[src/rtl/crc5_stream_engine.sv]
// Multi-channel, frame-aware CRC-5 (x^5+x^2+1) generator/checker with a
// single-entry registered result and saturating mismatch/protocol counters.
module crc5_stream_engine #(
  parameter int          DWIDTH   = 8,
  parameter int          NUM_CH   = 4,
  parameter logic [4:0]  CRC_POLY = 5'h05,
  parameter logic [4:0]  CRC_INIT = 5'h1F,
  parameter int          CNT_W    = 16,
  localparam int         CH_W     = (NUM_CH > 1) ? $clog2(NUM_CH) : 1
) (
  input  logic              clk,
  input  logic              rst_n,
  input  logic              in_valid,
  output logic              in_ready,
  input  logic [CH_W-1:0]   in_ch,
  input  logic              in_sof,
  input  logic              in_eof,
  input  logic [DWIDTH-1:0] in_data,
  input  logic [4:0]        in_crc_exp,
  output logic              res_valid,
  input  logic              res_ready,
  output logic [CH_W-1:0]   res_ch,
  output logic [4:0]        res_crc,
  output logic              res_match,
  input  logic              cnt_clr,
  output logic [CNT_W-1:0]  crc_err_cnt,
  output logic [CNT_W-1:0]  proto_err_cnt
);

  typedef enum logic {IDLE, IN_FRAME} ch_state_t;

  ch_state_t  st_q  [NUM_CH];
  ch_state_t  st_d  [NUM_CH];
  logic [4:0] acc_q [NUM_CH];
  logic [4:0] acc_d [NUM_CH];

  logic       accept;
  logic       ch_ok;
  logic       cur_in_frame;
  logic [4:0] seed;
  logic [4:0] beat_crc;
  logic       load;
  logic       match;
  logic       proto_inc;
  logic       crc_inc;

  // MSB-first serial LFSR unrolled over the whole beat.
  function automatic logic [4:0] crc_beat(input logic [4:0] s, input logic [DWIDTH-1:0] d);
    logic [4:0] c;
    logic       fb;
    c = s;
    for (int i = DWIDTH - 1; i >= 0; i--) begin
      fb = d[i] ^ c[4];
      c  = {c[3:0], 1'b0} ^ (fb ? CRC_POLY : 5'h00);
    end
    return c;
  endfunction

  assign in_ready = !res_valid || res_ready;
  assign accept   = in_valid && in_ready;
  assign ch_ok    = int'(in_ch) < NUM_CH;

  always_comb begin
    // NOTE: every always_comb output gets a default first so no path can infer a latch.
    st_d         = st_q;
    acc_d        = acc_q;
    load         = 1'b0;
    proto_inc    = 1'b0;
    cur_in_frame = 1'b0;
    seed         = CRC_INIT;
    if (ch_ok) begin
      cur_in_frame = (st_q[in_ch] == IN_FRAME);
      seed         = in_sof ? CRC_INIT : acc_q[in_ch];
    end
    beat_crc = crc_beat(seed, in_data);
    match    = (beat_crc == in_crc_exp);

    if (accept) begin
      if (!ch_ok || (!in_sof && !cur_in_frame)) begin
        proto_inc = 1'b1;
      end else begin
        // A sof on an open frame discards the partial and restarts.
        if (in_sof && cur_in_frame) proto_inc = 1'b1;
        if (in_eof) begin
          load         = 1'b1;
          st_d[in_ch]  = IDLE;
        end else begin
          acc_d[in_ch] = beat_crc;
          st_d[in_ch]  = IN_FRAME;
        end
      end
    end
    crc_inc = load && !match;
  end

  always_ff @(posedge clk or negedge rst_n) begin
    if (!rst_n) begin
      // NOTE: the accumulator array is small and must read CRC_INIT after reset, so it is reset explicitly rather than left to sof.
      for (int i = 0; i < NUM_CH; i++) begin
        st_q[i]  <= IDLE;
        acc_q[i] <= CRC_INIT;
      end
    end else begin
      // NOTE: sequential state uses non-blocking assignments so every register samples pre-edge values.
      st_q  <= st_d;
      acc_q <= acc_d;
    end
  end

  // Result fields only change on load, so they stay stable while res_valid waits.
  always_ff @(posedge clk or negedge rst_n) begin
    if (!rst_n) begin
      res_valid <= 1'b0;
      res_ch    <= '0;
      res_crc   <= '0;
      res_match <= 1'b0;
    end else if (load) begin
      res_valid <= 1'b1;
      res_ch    <= in_ch;
      res_crc   <= beat_crc;
      res_match <= match;
    end else if (res_ready) begin
      res_valid <= 1'b0;
    end
  end

  // Clear takes priority; increments stop at all-ones.
  always_ff @(posedge clk or negedge rst_n) begin
    if (!rst_n) begin
      crc_err_cnt   <= '0;
      proto_err_cnt <= '0;
    end else if (cnt_clr) begin
      crc_err_cnt   <= '0;
      proto_err_cnt <= '0;
    end else begin
      if (crc_inc && (crc_err_cnt != {CNT_W{1'b1}}))
        crc_err_cnt <= crc_err_cnt + CNT_W'(1);
      if (proto_inc && (proto_err_cnt != {CNT_W{1'b1}}))
        proto_err_cnt <= proto_err_cnt + CNT_W'(1);
    end
  end

endmodule

[config.mk]
export PLATFORM = sky130hd
export DESIGN_NAME = crc5_stream_engine
export DESIGN_NICKNAME = d
export VERILOG_FILES = /design/src/rtl/crc5_stream_engine.sv
export SDC_FILE = /design/constraint.sdc
export NUM_CORES = 1
export LEC_CHECK = 0
export ABC_AREA = 1
export CAP_MARGIN = 20
export CORE_MARGIN = 5
export CORE_UTILIZATION = 54
export CTS_CLUSTER_SIZE = 40
export DETAILED_ROUTE_END_ITERATION = 10
export PLACE_DENSITY = 0.82
export SLEW_MARGIN = 10
export SYNTH_ARGS = -nofsm -noshare
export SYNTH_HDL_FRONTEND = slang
export SYNTH_SLANG_ARGS = --single-unit
[constraint.sdc]
create_clock -name clk -period 2.75 [get_ports clk]
set_clock_uncertainty 0.1 [all_clocks]
set_input_delay 0.4125 -clock clk [delete_from_list [all_inputs] [get_ports clk]]
set_output_delay 0.4125 -clock clk [all_outputs]
set_load 0.03 [all_outputs]
==> results.rst <==
.. list-table::
   :header-rows: 1

   * - Metric
     - Value
   * - Outcome
     - finished clean
   * - Effective utilization at floorplan
     - 54.47%
   * - HPWL after DPL
     - roughly 7.4 mm
   * - Total gr overflow
     - 0
   * - Final worst path period share
     - about 93%
   * - Final period demand of the worst path
     - roughly 2.5 ns
   * - Cell count after synthesis
     - 531
   * - Floorplan die width
     - around 95 um
   * - Max VDD drop
     - approximately 0.56 mV
   * - Post-route ant nets
     - 0
   * - Length of the first detailed-routing pass in iterations
     - 5
   * - Sequential fraction of the synthesis area
     - 42.48%
   * - H-tree levels
     - 3
   * - Number of DRC markers after the initial detailed-route iteration
     - ~190
   * - Average footprint of a synthesized cell
     - about 7.3 um2
   * - Top cells by area, synth
     - sky130_fd_sc_hd__dfrtp_1 29%, sky130_fd_sc_hd__dfstp_2 14%, sky130_fd_sc_hd__nand2_1 13%
   * - Vias per inst
     - approximately 5.3
   * - Yosys Warn Count
     - 0
   * - Kind of capture point of the worst setup path
     - flip-flop
   * - Cell leakage power
     - between 2 and 2.5 nW
   * - Tot GR Track Use
     - 23.95%
   * - Count of final setup violators
     - 0
   * - Max-cap violation count
     - 0
   * - Worst slew pin tran
     - 0.6167 ns
   * - Worst slew slack as a fraction of its limit
     - 58.89%
   * - Clock buffer count from CTS
     - 9
   * - Area of the die
     - between 8000 and 9000 um2
   * - Critical path type
     - input pin to flip-flop
   * - Highest net fanout along the worst path
     - 11
   * - Final Routed Wirelength
     - between 10 and 15 mm
   * - Synth cell types
     - 35
   * - Rows
     - 31
   * - Number of antenna cells inserted
     - 0
   * - HP Class
     - flip-flop to flip-flop
   * - Antenna violations before repair
     - 0
   * - Root buffer cell
     - sky130_fd_sc_hd__clkbuf_8
   * - Critical path launch point type
     - input pin
   * - Fin Hold WS
     - 0.3897 ns
   * - CTS tree
     - yes
   * - Layout cells sized above 1
     - a little over 20%
   * - Y dimension of the die
     - 94.85 um
   * - Average wire length per cell after detail routing
     - 13.92 um
   * - Syn nets
     - between 500 and 600
   * - Unrepaired setup endpoints after global routing
     - false
   * - Maximum number of pins on one net before global-route repair
     - 41
   * - Clock sink count
     - 65
   * - Max-slew violation count
     - 0
   * - Area grow syn2layout
     - 31.19%
   * - Number of vias in the routed layout
     - 3856
   * - Placed instance area
     - ~4800 um2
   * - # nets final
     - around 650
   * - Ratio of total power to cell area
     - between 600 and 700 nW/um2
   * - Number of DRC violations after detailed routing
     - 0
   * - R2r worst-path depth
     - 19
   * - Clock latency of the later-clocked register in the worst-skew pair
     - about 0.35 ns
   * - Required time of the critical path
     - between 2 and 3 ns
   * - Top-level port count
     - 64
   * - Global-route wire length before repair
     - 17.05 mm
   * - Synth area leader
     - sky130_fd_sc_hd__dfrtp_1
   * - Number of buffers inserted by port buffering
     - 63
   * - Clock slew seen by the registers of the worst setup and hold paths
     - ~0.080 ns
   * - Flops & latches, synth
     - between 60 and 70
   * - Core Box Area
     - a little over 7000 um2
   * - Maximum root-to-sink buffer count
     - 2
   * - Via count of the first global-routing pass
     - 3782
   * - Synthesized cell area
     - between 3000 and 4000 um2
   * - Share of the synthesized area in the top cell type
     - 28.97%
   * - Fin. Hold Viols
     - 0
   * - Critical path data arrival time
     - 2.73 ns
   * - Hold path cells
     - 2
   * - Final GP Congestion
     - a little under 0.9
   * - Tot Pwr
     - about 3.4 mW
   * - Area of all placed cells without fillers
     - 5100 um2
   * - Upper clock frequency limit
     - approximately 400 MHz
## synth_stat cells
master and number:
sky130_fd_sc_hd__clkbuf_1 8, sky130_fd_sc_hd__and3_1 1, sky130_fd_sc_hd__nand3_2 7, sky130_fd_sc_hd__a21oi_1 12, sky130_fd_sc_hd__dfstp_2 20, sky130_fd_sc_hd__nor4_1 2
sky130_fd_sc_hd__buf_4 2, sky130_fd_sc_hd__nand3_4 1, sky130_fd_sc_hd__nor3b_1 2, sky130_fd_sc_hd__dfrtp_1 45, sky130_fd_sc_hd__a221oi_1 2, sky130_fd_sc_hd__inv_1 63
sky130_fd_sc_hd__o21ai_0 41, sky130_fd_sc_hd__o22ai_1 2, sky130_fd_sc_hd__nand2_1 136, sky130_fd_sc_hd__xor2_1 3, sky130_fd_sc_hd__ha_1 3, sky130_fd_sc_hd__inv_2 5
sky130_fd_sc_hd__buf_6 1, sky130_fd_sc_hd__nor2_2 4, sky130_fd_sc_hd__or2_2 2, sky130_fd_sc_hd__xnor2_1 1, sky130_fd_sc_hd__nor2_1 50, sky130_fd_sc_hd__nand2_4 5
sky130_fd_sc_hd__nor2_4 2, sky130_fd_sc_hd__o21ai_1 2, sky130_fd_sc_hd__nand4_1 2, sky130_fd_sc_hd__o21bai_1 1, sky130_fd_sc_hd__buf_12 1, sky130_fd_sc_hd__nand3_1 60
sky130_fd_sc_hd__o21ai_2 1, sky130_fd_sc_hd__nor3_1 13, sky130_fd_sc_hd__nand2_2 28, sky130_fd_sc_hd__and2_1 1, sky130_fd_sc_hd__a211oi_1 2
## path summary, 6_finish.rpt
path / startpoint / endpoint / slack, ns
hold reg to reg: res_crc[4] / res_crc[4] / 0.39
setup / recovery: in_ch[1] / crc_err_cnt[4] / 0.20
hold / removal: res_crc[4] / res_crc[4] / 0.39
min in group asynchronous: rst_n / async pin / 0.50
setup reg to reg: acc_q[19] / crc_err_cnt[4] / 0.30
max in group asynchronous: rst_n / acc_q[7] / 1.33
## cells in the final DEF, fill, tap and decap left out, types with 2 or more instances in the layout
| master | synthesis | layout |
|---|---|---|
| sky130_fd_sc_hd__o22ai_1 | 2 | 2 |
| sky130_fd_sc_hd__dfrtp_1 | 45 | 44 |
| sky130_fd_sc_hd__clkinv_4 | 0 | 2 |
| sky130_fd_sc_hd__clkbuf_8 | 0 | 9 |
| sky130_fd_sc_hd__o21ai_1 | 2 | 2 |
| sky130_fd_sc_hd__nand2_4 | 5 | 4 |
| sky130_fd_sc_hd__dfstp_2 | 20 | 20 |
| sky130_fd_sc_hd__nand2_1 | 136 | 136 |
| sky130_fd_sc_hd__inv_2 | 5 | 6 |
| sky130_fd_sc_hd__nor2_1 | 50 | 49 |
| sky130_fd_sc_hd__nor2_2 | 4 | 5 |
| sky130_fd_sc_hd__inv_6 | 0 | 2 |
| sky130_fd_sc_hd__ha_1 | 3 | 3 |
| sky130_fd_sc_hd__or2_2 | 2 | 2 |
| sky130_fd_sc_hd__o21ai_0 | 41 | 41 |
| sky130_fd_sc_hd__nand4_1 | 2 | 2 |
| sky130_fd_sc_hd__xor2_1 | 3 | 3 |
| sky130_fd_sc_hd__clkdlybuf4s50_1 | 0 | 60 |
| sky130_fd_sc_hd__inv_1 | 63 | 62 |
| sky130_fd_sc_hd__nand3_2 | 7 | 7 |
| sky130_fd_sc_hd__a211oi_1 | 2 | 2 |
| sky130_fd_sc_hd__dlygate4sd2_1 | 0 | 2 |
| sky130_fd_sc_hd__nand3_1 | 60 | 60 |
| sky130_fd_sc_hd__nor3_1 | 13 | 12 |
| sky130_fd_sc_hd__nand2_2 | 28 | 28 |
| sky130_fd_sc_hd__a21oi_1 | 12 | 12 |
| sky130_fd_sc_hd__nor3b_1 | 2 | 2 |
| sky130_fd_sc_hd__nor2_4 | 2 | 2 |
| sky130_fd_sc_hd__buf_4 | 2 | 31 |
| sky130_fd_sc_hd__bufinv_16 | 0 | 3 |
## layout make-up
type	instances	area [um2]
fillers	601	2037
multi-input cells	386	1933
flip-flops and latches	65	1653
repair buffers	96	885.9
inverters	68	255.2
clock inverters	7	125.1
clock buffers	9	123.9
well taps	99	123.9
## report_power, final
part,switching [mW],total (mW),internal (mW)
clock,0.418,1.03,0.612
sequential,0.115,1.35,1.24
combinational,0.633,1.03,0.399
total,1.17,3.42,2.25
## worst max-delay path, cell delays in order
cell and delay (ns):
sky130_fd_sc_hd__dlygate4sd2_1 0.34, sky130_fd_sc_hd__nor2_1 0.10, sky130_fd_sc_hd__buf_4 0.15, sky130_fd_sc_hd__nand2_1 0.07, sky130_fd_sc_hd__nand3_2 0.09, sky130_fd_sc_hd__nor2_2 0.13, sky130_fd_sc_hd__nand2_1 0.10, sky130_fd_sc_hd__nand2_2 0.09
sky130_fd_sc_hd__nand2_1 0.05, sky130_fd_sc_hd__nand2_1 0.10, sky130_fd_sc_hd__nand3_2 0.14, sky130_fd_sc_hd__nand2_4 0.12, sky130_fd_sc_hd__nand2_1 0.06, sky130_fd_sc_hd__nand2_1 0.05, sky130_fd_sc_hd__nand3_1 0.08, sky130_fd_sc_hd__nor2_2 0.11
sky130_fd_sc_hd__nand2_2 0.09, sky130_fd_sc_hd__nand3_4 0.10, sky130_fd_sc_hd__buf_4 0.20, sky130_fd_sc_hd__nand3_1 0.09, sky130_fd_sc_hd__nand2_1 0.07
## flip-flops by register name (all words and copies together), names as in the netlist, named ones only
register       cells
crc_err_cnt       16
proto_err_cnt     16
acc_q             20
res_crc            5
res_ch             2
res_match          1
res_valid          1
## routing by layer
metal	global-route usage [%]	wire (um)
met1	29.70	4366
met2	41.46	5099
met3	3.984	481
met4	9.495	211
met5	0	0
## logic make-up (layout without fill, tap and decap cells)
logic type / after synthesis / in the layout / share of synthesized area [%]
XOR/XNOR: 4 / 4 / 0.9014
AO/OA/AOI/OAI: 63 / 63 / 8.658
AND/OR/NAND/NOR: 316 / 316 / 38.46
adder cells (fa/ha/maj): 3 / 3 / 0.9657
flip-flops: 65 / 65 / 42.48
buffers and inverters: 80 / 180 / 8.529
## timing repair
action / 4_1_cts / 5_1_grt
gates cloned: 0 / 0
pin swaps: 1 / 1
hold endpoints to repair: 12 / 0
gates resized for setup: 5 / 4
setup buffers: 1 / 1
hold buffers: 1 / 0
setup endpoints to repair: 21 / 14
## per-stage QoR
step,setup slack [ns],std cells,setup TNS (ns),util (%)
after detailed placement,-0.5543,711,-9.883,67.23
final,0.2043,730,0,71.46
after floorplan,0.2229,531,0,-
after global placement,-0.3940,711,-6.860,67.23
after CTS,0.2172,729,0,71.23
after global routing,0.001406,730,0,71.46
Power figures use the tool's default switching activity.
==> edit, RTL diff (same flow settings) <==
Put one more register stage on the output `proto_err_cnt`, with the module's reset. The value now appears one clock later. The other outputs are not delayed to match.
--- a/src/rtl/crc5_stream_engine.sv
+++ b/src/rtl/crc5_stream_engine.sv
@@ -30,2 +30,4 @@
   typedef enum logic {IDLE, IN_FRAME} ch_state_t;
+
+  logic [CNT_W-1:0] proto_err_cnt_s0;
 
@@ -130,6 +132,6 @@
       crc_err_cnt   <= '0;
-      proto_err_cnt <= '0;
+      proto_err_cnt_s0 <= '0;
     end else if (cnt_clr) begin
       crc_err_cnt   <= '0;
-      proto_err_cnt <= '0;
+      proto_err_cnt_s0 <= '0;
     end else begin
@@ -137,4 +139,12 @@
         crc_err_cnt <= crc_err_cnt + CNT_W'(1);
-      if (proto_inc && (proto_err_cnt != {CNT_W{1'b1}}))
-        proto_err_cnt <= proto_err_cnt + CNT_W'(1);
+      if (proto_inc && (proto_err_cnt_s0 != {CNT_W{1'b1}}))
+        proto_err_cnt_s0 <= proto_err_cnt_s0 + CNT_W'(1);
+    end
+  end
+
+  always_ff @(posedge clk or negedge rst_n) begin
+    if (!rst_n) begin
+      proto_err_cnt <= '0;
+    end else begin
+      proto_err_cnt <= proto_err_cnt_s0;
     end
Behaviour: not the same (a bounded check fails within 4 cycles, from zero or initial values and one cycle with rst_n low).
==> edit against the unedited design <==
- sequential cell count increased by 16
- area after synthesis increased by 14%
- synthesized cell count increased by 7.3%
- clock power decreased by 13%
- via count increased by 5.9%
- cell area increased by 9.8%
- wire length increased by 6.5%
- setup slack improved by 4.5 ps
- core utilization decreased by 2.6 points
- die area increased by 13%
- sequential share of layout area increased by 4.2 points
- combinational power increased by 4%
- count of clock-buffer cells in the layout increased by 2
- total power increased by 4.9%
- critical path type unchanged
- largest cell class unchanged
- largest power group unchanged
==> edit: results (changes against the unedited design) <==
[clock_tree]
postCtsSetupRepairBufs = 0  ; -1

[global_routing]
globalRouteMet3Util_pct = 3.945  ; -0.039 points
grt_use_met2_pct = 38.23  ; -3.2 points
grt_pass1_vias = 4002  ; +5.8%
grt_pass1_wl_um = 18130  ; +6.4%
grt_max_degree = 67  ; +63%

[logic_synthesis]
synth.yosys.seq_area_share_pct = 46.16  ; +3.7 points
synth-adder-area-share_pct = 0.8444  ; -0.12 points
syn_inst = 570  ; +7.3%
synth_xor_area_share_pct = 0.5910  ; -0.31 points
synth_commonest_cells = nand2_1 (148), nand3_1 (65), dfrtp_1 (61)
synth_compound_area_share_pct = 7.656  ; -1.0 points
ys_top_cells_by_area = dfrtp_1 (34%), nand2_1 (12%), dfstp_2 (12%), nand3_1 (7.3%), o21ai_0 (5.2%)

[status]
status = finished, final reports clean

[finish]
nNonClkInverters = 65  ; -4.4%
buffers = 95  ; -1.0%
multi_input_area_share_pct = 37.17  ; -0.74 points
nets = 688  ; +5.7%
final_cells = 773  ; +5.9%
drive_above_1_share_pct = 20.06  ; -0.54 points
syn_to_final_growth_pct = 26.01
n_sequential_cell = 81  ; +25%
seq_share_pct = 36.63  ; +4.2 points
area_share_nonclk_buffers_pct = 15.81  ; -1.6 points

[routing]
routed-via-count = 4084  ; +5.9%
met1_length_um = 4618  ; +5.8%
drt_iter0_markers = 233  ; +25%
drt-total-wl_um = 10820  ; +6.5%
dr_wl_met3_um = 549  ; +14%

[sta]
fin_crit_ps = 2541  ; -4.489 ps
slew_headroom_pct = 47.05  ; -12 points

[place]
dp.cells = 757  ; +6.5%
dp_hpwl_um = 7878  ; +6.8%

[critical_path]
crit_path_end = crc_err_cnt[3]
cp-startpoint = in_ch[0]
rrSetupSlack_ps = 350  ; +50 ps
r2r-start = acc_q[0]
r2r_cells = 17  ; -2

[power]
intPower_mw = 2.335  ; +3.8%
p_leak_nw = 2.659  ; +11%

[die]
taps = 105  ; +6.1%

[worst_hold_path]
hold_path.class = in -> async

==> edit: cell count changes after synthesis, sizes merged, moves of 2 or more <==
cell | before | now
a21oi | 12 | 15
a211oi | 2 | 0
buf | 4 | 6
nand2 | 169 | 187
dfrtp | 45 | 61
inv | 68 | 65
nor3 | 13 | 11
nand4 | 2 | 4
nand3 | 68 | 75
o21ai | 44 | 46
==> edit: power groups by stage <==
stage | sequential (mW) | clock, mW | combinational [mW]
finish | 1.62 | 0.893 | 1.07
CTS | 1.61 | 0.907 | 1.06
floorplan | 1.69 | 0 | 0.587
global route | 1.64 | 0.945 | 1.19
global placement | 1.63 | 0 | 1.02
detailed placement | 1.63 | 0 | 1.05
==> edit: timing repair <==
action	CTS	global route
gates resized for setup	1	13
endpoints found under the setup margin	18	20
hold endpoints to repair	0	0
cloned	0	0
